[config.mk]
export PLATFORM = sky130hd
export DESIGN_NAME = pi_loop_filter_param
export DESIGN_NICKNAME = d
export VERILOG_FILES = /design/src/rtl/pi_loop_filter_param.sv
export SDC_FILE = /design/constraint.sdc
export NUM_CORES = 2
export LEC_CHECK = 0
export CORE_ASPECT_RATIO = 1.25
export CORE_MARGIN = 4
export CORE_UTILIZATION = 51
export DETAILED_ROUTE_END_ITERATION = 10
export MAX_ROUTING_LAYER = met4
export PLACE_DENSITY = 0.7
export SLEW_MARGIN = 10
export SYNTH_ARGS = -nofsm -noshare
export SYNTH_HDL_FRONTEND = slang
export SYNTH_SLANG_ARGS = --single-unit
[constraint.sdc]
create_clock -name clk -period 12.08 [get_ports clk]
set_clock_uncertainty 0.15 [all_clocks]
set_input_delay 1.208 -clock clk [delete_from_list [all_inputs] [get_ports clk]]
set_output_delay 1.208 -clock clk [all_outputs]
set_load 0.005 [all_outputs]
[src/rtl/pi_loop_filter_param.sv]
// pi_loop_filter_param
//   PI loop filter for the Gardner symbol-timing loop. Takes the signed TED
//   error, runs it through a proportional path and a saturating integral path,
//   and produces the NCO frequency word. Each accepted sample is processed by a
//   four-state sequence (IDLE -> MULT -> ACC -> OUT). fe_valid rises three
//   clocks after the accepting edge.
//
//   Optional feature macro: LOCK_DETECT_EN
//     defined   -> lock detector counts consecutive accepted samples with
//                  |err| < LOCK_THR and asserts lock after LOCK_CNT of them.
//     undefined -> no counter; lock is tied 0.
//
// Ports
//   clk        clock
//   reset      asynchronous active-high reset
//   err_valid  1-cycle qualifier for err
//   err        signed timing error, Q(ERR_W-FRAC_W).FRAC_W
//   kp_in      proportional gain to load, Q1.(GAIN_W-1)
//   ki_in      integral gain to load, Q1.(GAIN_W-1)
//   gain_load  load kp_in/ki_in (deferred to IDLE if a sample is in flight)
//   freeze     hold the integrator; the P path stays active
//   ovr_clr    clear the sticky overrun flag
//   fe         signed filter output; holds between strobes
//   fe_valid   1-cycle strobe, fe updated
//   busy       sample in flight (MULT/ACC/OUT)
//   sat_flag   fe was clipped on this fe_valid
//   overrun    sticky: err_valid arrived while busy
//   lock       lock indication (0 unless LOCK_DETECT_EN)
module pi_loop_filter_param #(
  parameter int ERR_W    = 32,
  parameter int FRAC_W   = 16,
  parameter int GAIN_W   = 16,
  parameter int INT_W    = 40,
  parameter int KP_RST   = 16384,
  parameter int KI_RST   = 1638,
  parameter int LOCK_THR = 4096,
  parameter int LOCK_CNT = 16
) (
  input  logic                     clk,
  input  logic                     reset,
  input  logic                     err_valid,
  input  logic signed [ERR_W-1:0]  err,
  input  logic signed [GAIN_W-1:0] kp_in,
  input  logic signed [GAIN_W-1:0] ki_in,
  input  logic                     gain_load,
  input  logic                     freeze,
  input  logic                     ovr_clr,
  output logic signed [ERR_W-1:0]  fe,
  output logic                     fe_valid,
  output logic                     busy,
  output logic                     sat_flag,
  output logic                     overrun,
  output logic                     lock
);

  localparam int PW = ERR_W + GAIN_W;   // proportional product width
  localparam int IW = INT_W + GAIN_W;   // integral product width (>= PW)
  localparam int SW = IW + 1;           // output sum width

  localparam logic signed [SW-1:0] FE_MAX = {{(SW-ERR_W+1){1'b0}}, {(ERR_W-1){1'b1}}};
  localparam logic signed [SW-1:0] FE_MIN = {{(SW-ERR_W+1){1'b1}}, {(ERR_W-1){1'b0}}};

  if (INT_W < ERR_W || FRAC_W >= ERR_W || LOCK_CNT < 1 || LOCK_THR < 1) begin : g_bad_params
    $error("pi_loop_filter_param: illegal parameter combination");
  end

  typedef enum logic [1:0] {S_IDLE, S_MULT, S_ACC, S_OUT} state_t;

  state_t                   state_q, state_d;
  logic                     accept;
  logic signed [ERR_W-1:0]  err_q;
  logic signed [INT_W-1:0]  integ_q, integ_d;
  logic signed [INT_W:0]    integ_sum;
  logic signed [PW-1:0]     p_q, p_d, p_sh;
  logic signed [IW-1:0]     i_q, i_d, i_sh;
  logic signed [SW-1:0]     out_sum;
  logic signed [GAIN_W-1:0] kp_q, ki_q, kp_pend_q, ki_pend_q;
  logic                     pend_q;
  logic signed [ERR_W-1:0]  fe_q, fe_d;
  logic                     sat_q, sat_d;
  logic                     fe_valid_q;
  logic                     ovr_q;

  always_ff @(posedge clk or posedge reset) begin
    if (reset) state_q <= S_IDLE;
    else       state_q <= state_d;
  end

  always_comb begin
    state_d = state_q;
    accept  = 1'b0;
    case (state_q)
      S_IDLE: if (err_valid) begin
        state_d = S_MULT;
        accept  = 1'b1;
      end
      S_MULT:  state_d = S_ACC;
      S_ACC:   state_d = S_OUT;
      S_OUT:   state_d = S_IDLE;
      default: state_d = S_IDLE;
    endcase
  end

  // Integrator: one bit of headroom, clamp on signed overflow instead of wrapping.
  always_comb begin
    integ_sum = (INT_W+1)'(integ_q) + (INT_W+1)'(err_q);
    if (integ_sum[INT_W] != integ_sum[INT_W-1])
      integ_d = {integ_sum[INT_W], {(INT_W-1){~integ_sum[INT_W]}}};
    else
      integ_d = integ_sum[INT_W-1:0];
  end

  assign p_d = PW'(kp_q) * PW'(err_q);
  assign i_d = IW'(ki_q) * IW'(integ_q);

  // Arithmetic shifts floor toward -inf; sum is wide enough to never wrap.
  always_comb begin
    p_sh    = p_q >>> (GAIN_W-1);
    i_sh    = i_q >>> (GAIN_W-1);
    out_sum = SW'(p_sh) + SW'(i_sh);
    sat_d   = 1'b1;
    if (out_sum > FE_MAX)      fe_d = {1'b0, {(ERR_W-1){1'b1}}};
    else if (out_sum < FE_MIN) fe_d = {1'b1, {(ERR_W-1){1'b0}}};
    else begin
      fe_d  = out_sum[ERR_W-1:0];
      sat_d = 1'b0;
    end
  end

  always_ff @(posedge clk or posedge reset) begin
    if (reset) begin
      err_q      <= '0;
      integ_q    <= '0;
      p_q        <= '0;
      i_q        <= '0;
      fe_q       <= '0;
      sat_q      <= 1'b0;
      fe_valid_q <= 1'b0;
      ovr_q      <= 1'b0;
    end else begin
      fe_valid_q <= 1'b0;
      if (accept) err_q <= err;
      case (state_q)
        S_MULT: begin
          if (!freeze) integ_q <= integ_d;
          p_q <= p_d;
        end
        S_ACC: i_q <= i_d;
        S_OUT: begin
          fe_q       <= fe_d;
          sat_q      <= sat_d;
          fe_valid_q <= 1'b1;
        end
        default: ;
      endcase
      // Set has priority over clear.
      if (err_valid && state_q != S_IDLE) ovr_q <= 1'b1;
      else if (ovr_clr)                   ovr_q <= 1'b0;
    end
  end

  // Gains: direct load only when idle and not accepting; otherwise shadowed
  // and committed on the OUT->IDLE edge so the in-flight sample keeps old gains.
  always_ff @(posedge clk or posedge reset) begin
    if (reset) begin
      kp_q      <= GAIN_W'(KP_RST);
      ki_q      <= GAIN_W'(KI_RST);
      kp_pend_q <= '0;
      ki_pend_q <= '0;
      pend_q    <= 1'b0;
    end else if (state_q == S_OUT) begin
      pend_q <= 1'b0;
      if (gain_load) begin
        kp_q <= kp_in;
        ki_q <= ki_in;
      end else if (pend_q) begin
        kp_q <= kp_pend_q;
        ki_q <= ki_pend_q;
      end
    end else if (gain_load) begin
      if (state_q == S_IDLE && !err_valid) begin
        kp_q <= kp_in;
        ki_q <= ki_in;
      end else begin
        kp_pend_q <= kp_in;
        ki_pend_q <= ki_in;
        pend_q    <= 1'b1;
      end
    end
  end

`ifdef LOCK_DETECT_EN
  localparam int CNT_W = $clog2(LOCK_CNT + 1);
  localparam logic signed [ERR_W-1:0] THR = ERR_W'(LOCK_THR);

  logic [CNT_W-1:0] cnt_q;
  logic             lock_q;
  logic             in_thr;

  assign in_thr = (err_q < THR) && (err_q > -THR);

  // Evaluated in OUT so lock changes together with fe_valid.
  always_ff @(posedge clk or posedge reset) begin
    if (reset) begin
      cnt_q  <= '0;
      lock_q <= 1'b0;
    end else if (state_q == S_OUT) begin
      if (in_thr) begin
        if (cnt_q != CNT_W'(LOCK_CNT)) cnt_q <= cnt_q + 1'b1;
        lock_q <= (cnt_q >= CNT_W'(LOCK_CNT - 1));
      end else begin
        cnt_q  <= '0;
        lock_q <= 1'b0;
      end
    end
  end

  assign lock = lock_q;
`else
  assign lock = 1'b0;
`endif

  assign fe       = fe_q;
  assign fe_valid = fe_valid_q;
  assign sat_flag = sat_q;
  assign overrun  = ovr_q;
  assign busy     = (state_q != S_IDLE);

endmodule

==> flow_summary.yaml <==
floorplanning:
  die_w_um: 295.4
  io_pins: 107
  fp.dieH_um: 367.3
  start_util: 0.5149
  dieArea_mm2: 0.1085
  row_count: 131
  core_mm2: 0.1023
finish:
  final_nets: 7194
  layout_commonest_cell: "inv_1"
  layout_common_cells: "inv_1, fa_1, nand2_1"
  area_growth_syn_to_layout_pct: 6.254
  fin_area_mm2: 0.05595
  fin_cells: 7076
  final_core_util: 0.5471
  fillers: 9359
  final_layout_size_suffix_gt1_frac: 0.05244
outcome:
  status: "complete, no violations"
synth:
  ys_async_sr_fraction: 1.000
  syn_area_mm2: 0.05266
  ys_ff_latch: 248
  synth_xor_area_frac: 0.02592
  synth_seq_area_share: 0.1180
  synth-main-ff-cell: "dfrtp_1"
  muxShareOfSynthArea: 0.03343
  synth_warnings: 0
  synth_edf_count: 0
  syn_nets: 7264
  synth_top_family_by_area: "adder cells"
  synth_compound_area_frac: 0.07425
  synthSimpleGateAreaFrac: 0.1408
  synth.distinct_cells: 87
  avgSynthCellArea_um2: 9.101
  synth_fa_ha_area_frac: 0.4902
  synthesis.instances: 5786
global_route:
  grt_pass1_wl_um: 235800
  antenna_found_initial: 8
  grt_max_degree: 66
  track_usage: 0.2858
  use_met2: 0.4823
  busiest_layer: "met2"
  globalRouteMet3Util: 0.03998
  grt_pass1_vias: 42923
  grt_use_met1: 0.3491
  grt-ovfl-total: 0
drt:
  drc: 0
  ant_nets: 0
  wl_per_cell_um: 20.51
  vias: 39244
  drtIter0Drc: 2358
  vias_per_cell: 5.546
  routed_wl_um: 145100
  dr.pass1.iters: 5
sta:
  finalHoldViolCount: 0
  fin_crit_sh: 0.7004
  finalSetupTns_ps: 0
  tightest_slew_ps: 1347
  rsz0062_at_grt: "no"
  period_minus_slack_ps: 8461
  max-slew-margin-rel: 0.1020
  fmax_mhz: 118.2
  setup_viol: 0
  finalMaxSlewViolations: 0
setup_path:
  crit_fanout: 40
  max_stage_delay_ps: 1260
  crit_path_frequent_cell: "fa_1"
  rrSetupSlack_ps: 3620
  crit_type: "reg2reg"
  startpoint_type: "register"
  r2r-start: "ki_q[1]"
  critical_path.cell_chain: "nand2_1 > fa_1 > inv_1 > fa_1 > inv_1 > fa_1 > inv_1 > fa_1 > fa_1 > inv_1 > fa_1 > inv_1 > ha_1 > nand3_1 > nor2_1 > a21oi_1 > nand4_1 > o21ai_0 > o211ai_1 > a21oi_1 > o21ai_1 > a221oi_1 > xnor2_1 > mux2_2"
  crit_buf_inv: 5
  ff2ff_path_depth: 24
  crit_family: "adder cells"
  cpMaxStageDelayCell: "dfstp_2"
  required_ps: 12480
  crit_arrival_ps: 8860
  r2r_end: "i_q[54]"
  critPathCaptureType: "register"
cts:
  cts_setup_buffers: 0
  cts-buffers-inserted: 31
  cts.reportedPaths.clkPinSlew_ps: 70
  clock_latency_ps: 670
  clock_path_buffers: 3
  cts_tree: "built"
  clock-root-buffer: "clkbuf_16"
  clkSinkCount: 248
  h-tree-depth: 1
  holdBufCountCts: 0
  cts.repair.resized: 0
hold_path:
  hold_end: "ki_q[9]"
  hold_path.class: "reg2reg"
  holdCritStartpoint: "ki_q[9]"
  holdPathStages: 2
placement:
  port_buffers: 105
  place_area_mm2: 0.05481
  gp_congestion: 0.9279
  dp_hpwl_um: 109300
  dp.cells: 7012
run:
  cap_viol_max_count: 0
## cell type report
cell class,count,area [um^2],area share
multi-input cells,3903,40300,0.7202
flip-flops and latches,248,6216,0.1111
inverters,1368,5142,0.09191
well taps,1330,1664,0.02974
repair buffers,164,1506,0.02692
clock buffers,43,880.8,0.01574
clock inverters,14,230.2,0.004114
diodes,6,15.01,0.0002683
## worst max path at each step
stage,slack (ps),endpoint,depth (start not counted),from
2_1_floorplan,3920,err_q[0],1,reset
3_3_place_gp,3840,i_q[54],24,ki_q[1]
3_5_place_dp,3720,i_q[54],24,ki_q[1]
4_1_cts,3740,i_q[54],24,ki_q[1]
5_1_grt,3230,i_q[54],24,ki_q[1]
6_report,3620,i_q[54],24,ki_q[1]
## synthesized netlist by cell type, types with 8 or more instances
cell | n | area [um^2]
and2_1 | 384 | 2402
nor2_1 | 152 | 570.6
a21oi_1 | 158 | 790.8
a211oi_1 | 24 | 180.2
o21bai_1 | 20 | 150.1
o21a_1 | 23 | 172.7
mux2_2 | 127 | 1430
xnor2_1 | 104 | 910.9
a31oi_1 | 19 | 118.9
a31o_2 | 8 | 70.07
mux2i_1 | 33 | 330.3
a211o_1 | 9 | 78.83
inv_1 | 1367 | 5131
nand3_1 | 60 | 300.3
nor3_1 | 21 | 105.1
nor2b_1 | 19 | 118.9
a21o_1 | 65 | 488.0
buf_1 | 9 | 33.78
and3_1 | 23 | 143.9
o21ai_0 | 139 | 695.7
and4_1 | 8 | 70.07
ha_1 | 324 | 4054
nand2_1 | 848 | 3183
o211ai_1 | 16 | 120.1
clkbuf_1 | 249 | 934.7
xor2_1 | 50 | 437.9
fa_1 | 1084 | 21700
dfrtp_1 | 241 | 6031
o221ai_2 | 13 | 195.2
nand4_1 | 22 | 137.6
nand2b_1 | 30 | 187.7
## per-stage QoR
step	hold slack, ps	setup slack [ps]
after floorplan	304.7	3919
after global placement	317.9	3845
after detailed placement	319.4	3722
after CTS	330.9	3737
after global routing	361.0	3232
final	326.0	3619
## flip-flops by register name, indices dropped and copies added (netlist names)
signal and cells:
overrun 1, p_q 33, integ_q 40, ki_pend_q 16, state_q 2, err_q 32, kp_q 16, fe_valid 1
fe 32, sat_flag 1, kp_pend_q 16, pend_q 1, i_q 41, ki_q 16
## cell families after synthesis
logic type               count (synthesis)
flip-flops                             248
AO/OA/AOI/OAI                          580
multiplexers                           160
AND/OR/NAND/NOR                       1593
XOR/XNOR                               155
adder cells (fa/ha/maj)               1414
buffers and inverters                 1635
other                                    1
## routing by layer
metal / up-vias / share of wire
li1: 17191 / -
met1: 20172 / 0.39
met2: 1488 / 0.50
met3: 393 / 0.068
met4: 0 / 0.045
met5: - / 0
## tightest hold or removal path, cell delays in order, from the launching register on
cell and delay (ps):
dfstp_2 360, nand2_1 40, o21ai_0 60
Power is left out: the tool's default activity adds up to more than one toggle a clock period on the data nets, which glitch-free logic cannot reach.
